File: config.mk
export PLATFORM = sky130hd
export DESIGN_NAME = mgt_tx_startup_ctrl
export DESIGN_NICKNAME = d
export VERILOG_FILES = /design/src/rtl/mgt_tx_startup_ctrl.sv
export SDC_FILE = /design/constraint.sdc
export NUM_CORES = 1
export LEC_CHECK = 0
export ABC_AREA = 1
export CAP_MARGIN = 20
export CORE_AREA = 2 2 96 61
export CTS_CLUSTER_SIZE = 10
export DETAILED_ROUTE_END_ITERATION = 8
export DIE_AREA = 0 0 98 63
export PLACE_DENSITY = 0.79
export RECOVER_POWER = 50
export SETUP_SLACK_MARGIN = 0.1
export SKIP_CTS_REPAIR_TIMING = 1
export SLEW_MARGIN = 40
export SYNTH_ARGS = -nofsm -noshare
export SYNTH_HDL_FRONTEND = slang
export SYNTH_SLANG_ARGS = --single-unit
File: constraint.sdc
create_clock -name clock_40 -period 2.6 [get_ports clock_40]
set_input_delay 0.39 -clock clock_40 [delete_from_list [all_inputs] [get_ports clock_40]]
set_output_delay 0.39 -clock clock_40 [all_outputs]
set_load 0.005 [all_outputs]
File: src/rtl/mgt_tx_startup_ctrl.sv
// mgt_tx_startup_ctrl: transmit-MGT startup/reset sequencer for the trigger optical link (40 MHz)
//   Sequences PLL reset, per-lane GT reset, optional GTXTEST divider-reset double pulse and a
//   realign pulse, then waits for mgt_startup_done and qualifies ready_o. IPbus manual control
//   bits are merged into the registered outputs and can force re-entry into any sequence phase.
//   Ports: clock_40, reset_i (async, active-high); mgt_startup_done, force_not_ready;
//   ext_* manual controls in; pll_reset_o, mgt_reset_o[3:0], gtxtest_reset_o, mgt_realign_o,
//   txreset_o, txpowerdown_o, txpowerdown_mode_o[1:0], txpllpowerdown_o, gtxtest_start_o, ready_o out.
//   Define MGT_CTRL_TMR_EN to triplicate the state register and counter with majority voting.
module mgt_tx_startup_ctrl #(
  parameter int          FPGA_TYPE_IS_VIRTEX6 = 0,
  parameter int          FPGA_TYPE_IS_ARTIX7  = 0,
  parameter int          ALLOW_RETRY          = 0,
  parameter int unsigned PLL_RESET_CYCLES     = 64,
  parameter int unsigned MGT_RESET_CYCLES     = 64,
  parameter int unsigned GTXTEST_CYCLES       = 16,
  parameter int unsigned TIMEOUT_CYCLES       = 4096
) (
  input  logic       clock_40,
  input  logic       reset_i,
  input  logic       mgt_startup_done,
  input  logic       force_not_ready,
  input  logic       ext_pll_reset_i,
  input  logic [3:0] ext_mgt_reset_i,
  input  logic       ext_gtxtest_start_i,
  input  logic       ext_txreset_i,
  input  logic       ext_mgt_realign_i,
  input  logic       ext_txpowerdown_i,
  input  logic [1:0] ext_txpowerdown_mode_i,
  input  logic       ext_txpllpowerdown_i,
  output logic       pll_reset_o,
  output logic [3:0] mgt_reset_o,
  output logic       gtxtest_start_o,
  output logic       txreset_o,
  output logic       mgt_realign_o,
  output logic       txpowerdown_o,
  output logic [1:0] txpowerdown_mode_o,
  output logic       txpllpowerdown_o,
  output logic       gtxtest_reset_o,
  output logic       ready_o
);
  // Virtex-6 wins when both part flags are set; Artix-7 and other parts skip GTXTEST
  localparam bit GTX_SEQ = (FPGA_TYPE_IS_VIRTEX6 != 0) ? 1'b1 : (FPGA_TYPE_IS_ARTIX7 != 0) ? 1'b0 : 1'b0;
  typedef enum logic [3:0] {
    PLL_RST, MGT_RST, GT_A, GAP_A, GT_B, GAP_B, REALIGN, WAIT_DONE, READY
  } state_t;
  state_t      state, state_nxt;
  logic [31:0] cnt, cnt_nxt, lim;
  logic        restart, done;
  assign lim = state == PLL_RST ? PLL_RESET_CYCLES - 1 : state == MGT_RST ? MGT_RESET_CYCLES - 1 : GTXTEST_CYCLES - 1;
  assign done = cnt == lim;
  assign restart = ext_pll_reset_i | (|ext_mgt_reset_i) | (ext_gtxtest_start_i & GTX_SEQ);
  always_comb begin
    state_nxt = state;
    case (state)
      PLL_RST:   state_nxt = done ? MGT_RST : PLL_RST;
      MGT_RST:   state_nxt = done ? (GTX_SEQ ? GT_A : REALIGN) : MGT_RST;
      GT_A:      state_nxt = done ? GAP_A : GT_A;
      GAP_A:     state_nxt = done ? GT_B : GAP_A;
      GT_B:      state_nxt = done ? GAP_B : GT_B;
      GAP_B:     state_nxt = done ? REALIGN : GAP_B;
      REALIGN:   state_nxt = WAIT_DONE;
      WAIT_DONE: state_nxt = mgt_startup_done ? READY
                           : (ALLOW_RETRY != 0 && cnt == TIMEOUT_CYCLES - 1) ? PLL_RST : WAIT_DONE;
      READY:     state_nxt = mgt_startup_done ? READY : WAIT_DONE;
      default:   state_nxt = PLL_RST;
    endcase
    // manual restarts override the sequence; a held level keeps re-entering with a cleared counter
    state_nxt = ext_pll_reset_i ? PLL_RST : (|ext_mgt_reset_i) ? MGT_RST
              : (ext_gtxtest_start_i && GTX_SEQ) ? GT_A : state_nxt;
    cnt_nxt = (restart || state_nxt != state) ? 32'd0 : cnt + 32'd1;
  end
`ifdef MGT_CTRL_TMR_EN
  logic [3:0]  st_q  [3];
  logic [31:0] cnt_q [3];
  assign state = state_t'((st_q[0] & st_q[1]) | (st_q[0] & st_q[2]) | (st_q[1] & st_q[2]));
  assign cnt = (cnt_q[0] & cnt_q[1]) | (cnt_q[0] & cnt_q[2]) | (cnt_q[1] & cnt_q[2]);
  always_ff @(posedge clock_40 or posedge reset_i)
    if (reset_i)
      for (int i = 0; i < 3; i++) begin
        st_q[i]  <= PLL_RST;
        cnt_q[i] <= '0;
      end
    else
      for (int i = 0; i < 3; i++) begin
        st_q[i]  <= state_nxt;
        cnt_q[i] <= cnt_nxt;
      end
`else
  always_ff @(posedge clock_40 or posedge reset_i)
    if (reset_i) begin
      state <= PLL_RST;
      cnt   <= '0;
    end else begin
      state <= state_nxt;
      cnt   <= cnt_nxt;
    end
`endif
  // sequence terms are taken from the next state so each pulse lines up with its state's cycles;
  // ready_o is qualified by the current state, giving two cycles from done to ready
  always_ff @(posedge clock_40 or posedge reset_i)
    if (reset_i) begin
      pll_reset_o        <= 1'b1;
      mgt_reset_o        <= 4'hF;
      gtxtest_reset_o    <= 1'b0;
      mgt_realign_o      <= 1'b0;
      txreset_o          <= 1'b0;
      txpowerdown_o      <= 1'b0;
      txpowerdown_mode_o <= 2'b00;
      txpllpowerdown_o   <= 1'b0;
      gtxtest_start_o    <= 1'b0;
      ready_o            <= 1'b0;
    end else begin
      pll_reset_o        <= (state_nxt == PLL_RST) | ext_pll_reset_i;
      mgt_reset_o        <= {4{state_nxt == PLL_RST || state_nxt == MGT_RST}} | ext_mgt_reset_i;
      gtxtest_reset_o    <= state_nxt == GT_A || state_nxt == GT_B;
      mgt_realign_o      <= (state_nxt == REALIGN) | ext_mgt_realign_i;
      txreset_o          <= ext_txreset_i;
      txpowerdown_o      <= ext_txpowerdown_i;
      txpowerdown_mode_o <= ext_txpowerdown_mode_i;
      txpllpowerdown_o   <= ext_txpllpowerdown_i;
      gtxtest_start_o    <= ext_gtxtest_start_i;
      ready_o            <= (state == READY) & mgt_startup_done & ~force_not_ready;
    end
endmodule

# --- Yosys cells after proc, flatten, opt, wreduce, memory -nomap -nowiden ---
# Index checks and enable logic that the tools add are counted.
word_totals:
  ff_bits: 50
  latch_bits: 0
  ramBits: 0
  mem_bits_ro: 0
  in_bits: 16
  out_inout_bits: 14
  elab_cells: 54
  mem_count: 0
op_classes:
  addsub: 1
  n_mul: 0
  div_mod_pow: 0
  order_cmp: 0
  n_eq_ne: 14
  n_shift: 0
  mux: 13
  n_bitwise: 7
  n_reduce_logical: 7
ops:
  columns: ["operator", "n"]
  rows:
  - ["$add 32x1->32 const B", 1]
  - ["$eq 32x6->1", 1]
  - ["$mux 32", 1]
  - ["$pmux 4 s8", 1]
  - ["$eq 4x3->1 const B", 6]
  - ["$eq 4x2->1 const B", 3]
  - ["$mux 4", 3]
  - ["$mux 6", 2]
  - ["$eq 4x1->1 const B", 2]
  - ["$logic_not 4->1", 2]
  - ["$mux 3", 2]
  - ["$eq 4x4->1 const B", 1]
  - ["$ne 4x4->1", 1]
  - ["$or 4x4->4", 1]
  - ["$reduce_or 4->1", 1]
  - ["$logic_or 1x1->1", 3]
  - ["$mux 1", 3]
  - ["$or 1x1->1", 3]
  - ["$and 1x1->1", 2]
  - ["$mux 2", 1]
  - ["$reduce_or 2->1", 1]
  - ["$not 1->1", 1]

# --- Logic depth before layout (Yosys ltp) ---
depth:
  ltp_word: 11
  depth_mapped: 15
  mapped_depth_nobuf: 14

# --- Worst setup path after synthesis ---
# Ideal clock, no wire load.
synth_timing:
  path_type: "flip-flop to flip-flop"
  startpoint: "register cnt[0]"
  endpoint: "register cnt[5]"
  setup_ns: 0.122
  t_arrival_ns: 1.680
  t_required_ns: 2.478
  setup_slack_ns: 0.798
  path_stages_with_launch: 14
  path_buffers: 1
  synth_period_minus_slack_ns: 1.802
  cell_sequence: "dfrtp_1 -> ha_1 -> nand3_2 -> nor2_1 -> nand2_1 -> nor2_4 -> nand2_1 -> nand2_1 -> nand3_1 -> nand3_1 -> nand3_1 -> nand2_4 -> buf_6 -> nor2_2"
synth_between:
  elab_chain_cells: 8
  word_cells_on_any_way: 14
  cone_classes: "add/sub (1); eq/ne (2); mux (10); reduce/logical (1)"
synth_lines:
  columns: ["element", "line", "source"]
  rows:
  - ["from (decl)", "47", "logic [31:0] cnt, cnt_nxt, lim;"]
  - ["from (signal assigned)", "95", "cnt <= cnt_nxt;"]
  - ["$eq 32x6->1", "50", "assign done = cnt == lim;"]
  - ["$mux 2, or another cell as far along", "60", "GAP_B: state_nxt = done ? REALIGN : GAP_B;"]
  - ["$pmux 4 s8", "54", "case (state)"]
  - ["$mux 4 (2 in a row)", "68", "state_nxt = ext_pll_reset_i ? PLL_RST : (|ext_mgt_reset_i) ? MGT_RST"]
  - ["$ne 4x4->1", "70", "cnt_nxt = (restart || state_nxt != state) ? 32'd0 : cnt + 32'd1;"]
  - ["$logic_or 1x1->1", "70", null]
  - ["$mux 32 *", "70", null]
  - ["named net cnt_nxt[5]", "47", null]
# Mark *: on every way through the listed nets, which the timed path passes. The rest lies on a longest branch.

# --- Worst setup path after layout ---
layout_timing:
  startpoint: "register cnt[0]"
  endpoint: "register cnt[0]"
# Same word-level chain as after synthesis.

==> metrics.cfg <==
[synth]
synth_top_cell_area_share_pct = 40.6
synth-xor-area-share_pct = 8.83
synth_area_um2 = 2780
synth_compound_area_share_pct = 1.44
synth-simple-area-share_pct = 36.1
synth_seq_cells = 50
muxShareOfSynthArea_pct = 0
synthTopCellsByArea = dfrtp_1, nand2_1, nor2_2
ys.warnings.count = 0
yosysSeqAreaShare_pct = 45.3
synth_fp_nets = 363
synth_fa_ha_area_share_pct = 0.451
synthTopCellsByCount = nand2_1, nor2_1, dfrtp_1, inv_1, nor2_2
ys_types = 28
synth_edf_count = 0
synthCells = 346
synth_most_common_cell = nand2_1
synth_top_family_by_area = simple AND/OR/NAND/NOR gates
synth_ff_type = dfrtp_1
synthArstFlopShare_pct = 100
yosysTopAreaCell = dfrtp_1
syn_area_per_cell_um2 = 8.02

[clock_network]
clock_path_buffers = 2
cts_tree = yes
clk_pin_slew_ns = 0.09
root_buffer = clkbuf_8
worst_skew_pair.late_latency_ns = 0.31
cts.htree.levels = 2
cts_buffers = 5
cts.sinks = 50

[detailed_routing]
ant_nets = 0
wl_per_cell_um = 13.5
dr.pass1.iters = 4
drt-initial-drc-count = 195
drc = 0
vias_per_cell = 5.10
via_count = 2299
routed_wirelength_mm = 6.09

[sta]
fmax_mhz = 438
tightestPinTransition_ns = 1.57
fin_crit_ns = 2.28
grt_setup_unrepaired = false
fin_tns_setup_ns = 0
hold_ws_ns = 0.401
slew_viol_final = 30
relSlewSlack_pct = -4.45
fin_skew_ns = 0.00683
hold_violations = 0
setup_violations = 0
min_period_over_period_pct = 87.9

[critical_path]
critPathBufInv = 0
crit_chain = ha_1 > nand3_2 > nor2_1 > nand2_1 > nor2_4 > nand2_1 > nand2_1 > nand3_1 > nand3_1 > nand3_1 > nand2_4 > nor2_1
end_kind = flop
regToRegSetupSlack_ns = 0.32
crit_path_start_kind = flop
cp_num_cells = 12
critical_path_class = flop to flop
crit_end = cnt[0]
r2r_end = cnt[0]
ff2ff_path_depth = 12
worstPathRequired_ns = 2.78
timing.rr.start = cnt[0]
crit_arrival_ns = 2.46
slowest_delay_ns = 0.44
worstSetupStartpoint = cnt[0]
crit_family = simple AND/OR/NAND/NOR gates
cp_max_fo = 32
critPathSlowestCell = nand2_4

[global_routing]
grt_max_degree = 33
antenna_found_initial = 0
grt-ovfl-total = 0
grt_first_pass_wirelength_mm = 10.5
grt_use_total_pct = 21.5
grt_pass1_vias = 2157

[cells_and_area]
final_layout_size_suffix_gt1_share_pct = 15.7
antenna_cells = 0
syn_to_final_growth_pct = 16.6
postLayoutCellArea_um2 = 3240
final_nets = 398
final_util_pct = 60.7

[power_and_ir_drop]
p_int_mw = 1.10
power_frac_seq_pct = 56.3
combPwrFrac_pct = 4.6
p_sw_share_pct = 21.1
peakVddDrop_mv = 0.247
clockPowerShare_pct = 39.1
cellLeakagePower_nw = 1.36
p_sw_uw = 296
powerDensity_nw_per_um2 = 433

[floorplanning]
start_util_pct = 52.1
die_x_um = 98
io_pins = 30
fp-row-count = 21
core-area_um2 = 5330
die_area_um2 = 6170
die_h_um = 63

[placed_design]
placement.io_buffers = 29
dp_hpwl_mm = 4.67
gp_congestion = 0.947
dpl_cell_area_um2 = 3130

[run_status]
violations = max-capacitance violations, max-slew violations
status = finished with violations

[min_path]
min_path_type = primary input to asynchronous set/reset pin

[job]
maxCapViolations = 1

worst min path at each step:
| stage | startpoint | endpoint | slack [ns] |
|---|---|---|---|
| floorplan | ext_gtxtest_start_i | gtxtest_start_o | 0.42 |
| global placement | cnt[0] | cnt[0] | 0.45 |
| detailed placement | cnt[0] | cnt[0] | 0.47 |
| CTS | reset_i | cnt[10] | 0.25 |
| global route | reset_i | cnt[10] | 0.42 |
| finish | reset_i | cnt[10] | 0.40 |
state kept, by name, indices dropped and copies added (netlist names):
| register | flops |
|---|---|
| cnt | 32 |
| mgt_reset_o | 4 |
| state | 4 |
| txpowerdown_mode_o | 2 |
| gtxtest_reset_o | 1 |
| gtxtest_start_o | 1 |
| mgt_realign_o | 1 |
| pll_reset_o | 1 |
| ready_o | 1 |
| txpllpowerdown_o | 1 |
| txpowerdown_o | 1 |
| txreset_o | 1 |
power groups by stage:
stage,Combinational (mW),Clock [mW],Sequential [mW]
floorplan,0.0248,0,0.804
global placement,0.0687,0,0.803
detailed placement,0.0699,0,0.804
CTS,0.0703,0.562,0.788
global route,0.0731,0.596,0.789
finish,0.0645,0.548,0.788
per-layer routing:
metal | up-vias | GRT usage (%) | wire (um)
met4 | 0 | 5.73 | 65
met1 | 1057 | 35.1 | 3220
met3 | 9 | 5.82 | 523
li1 | 1150 | - | -
met2 | 83 | 27.1 | 2280
met5 | - | 0 | 0
worst register-to-register path, cell delays in order (launching register included):
cell     delay, ns
dfrtp_1       0.38
ha_1          0.21
nand3_2       0.16
nor2_1        0.13
nand2_1       0.10
nor2_4        0.16
nand2_1       0.06
nand2_1       0.06
nand3_1       0.07
nand3_1       0.15
nand3_1       0.14
nand2_4       0.44
nor2_1        0.09
logic make-up after synthesis:
group                    Yosys count
buffers and inverters             52
AO/OA/AOI/OAI                      7
flip-flops                        50
XOR/XNOR                          28
adder cells (fa/ha/maj)            1
AND/OR/NAND/NOR                  208
per-stage QoR:
stage,setup slack (ns),power (mW),cells
final,0.316,1.40,451
after floorplan,0.798,0.829,346
after global routing,0.0629,1.46,451
after global placement,0.443,0.872,443
after detailed placement,0.322,0.873,443
after CTS,0.304,1.42,451
cell type report:
type                            count  area [um^2]
Timing Repair Buffer               31          298
Clock buffer                        6         72.6
Inverter                           49          184
Clock inverter                      2         37.5
Tap cell                           69         86.3
Sequential cell                    50         1260
Fill cell                         451         2100
Multi-Input combinational cell    244         1300
placed cells by master (no fill, tap or decap), types with 9 or more instances in the layout:
cell,count
nand3_1,18
nor3_1,18
dfrtp_1,45
nand4_1,14
xor2_1,19
clkdlybuf4s50_1,22
xnor2_1,9
nor2_1,49
inv_1,41
nor2_2,33
nand2_1,62
No activity file was read; power rests on OpenSTA's default activity.
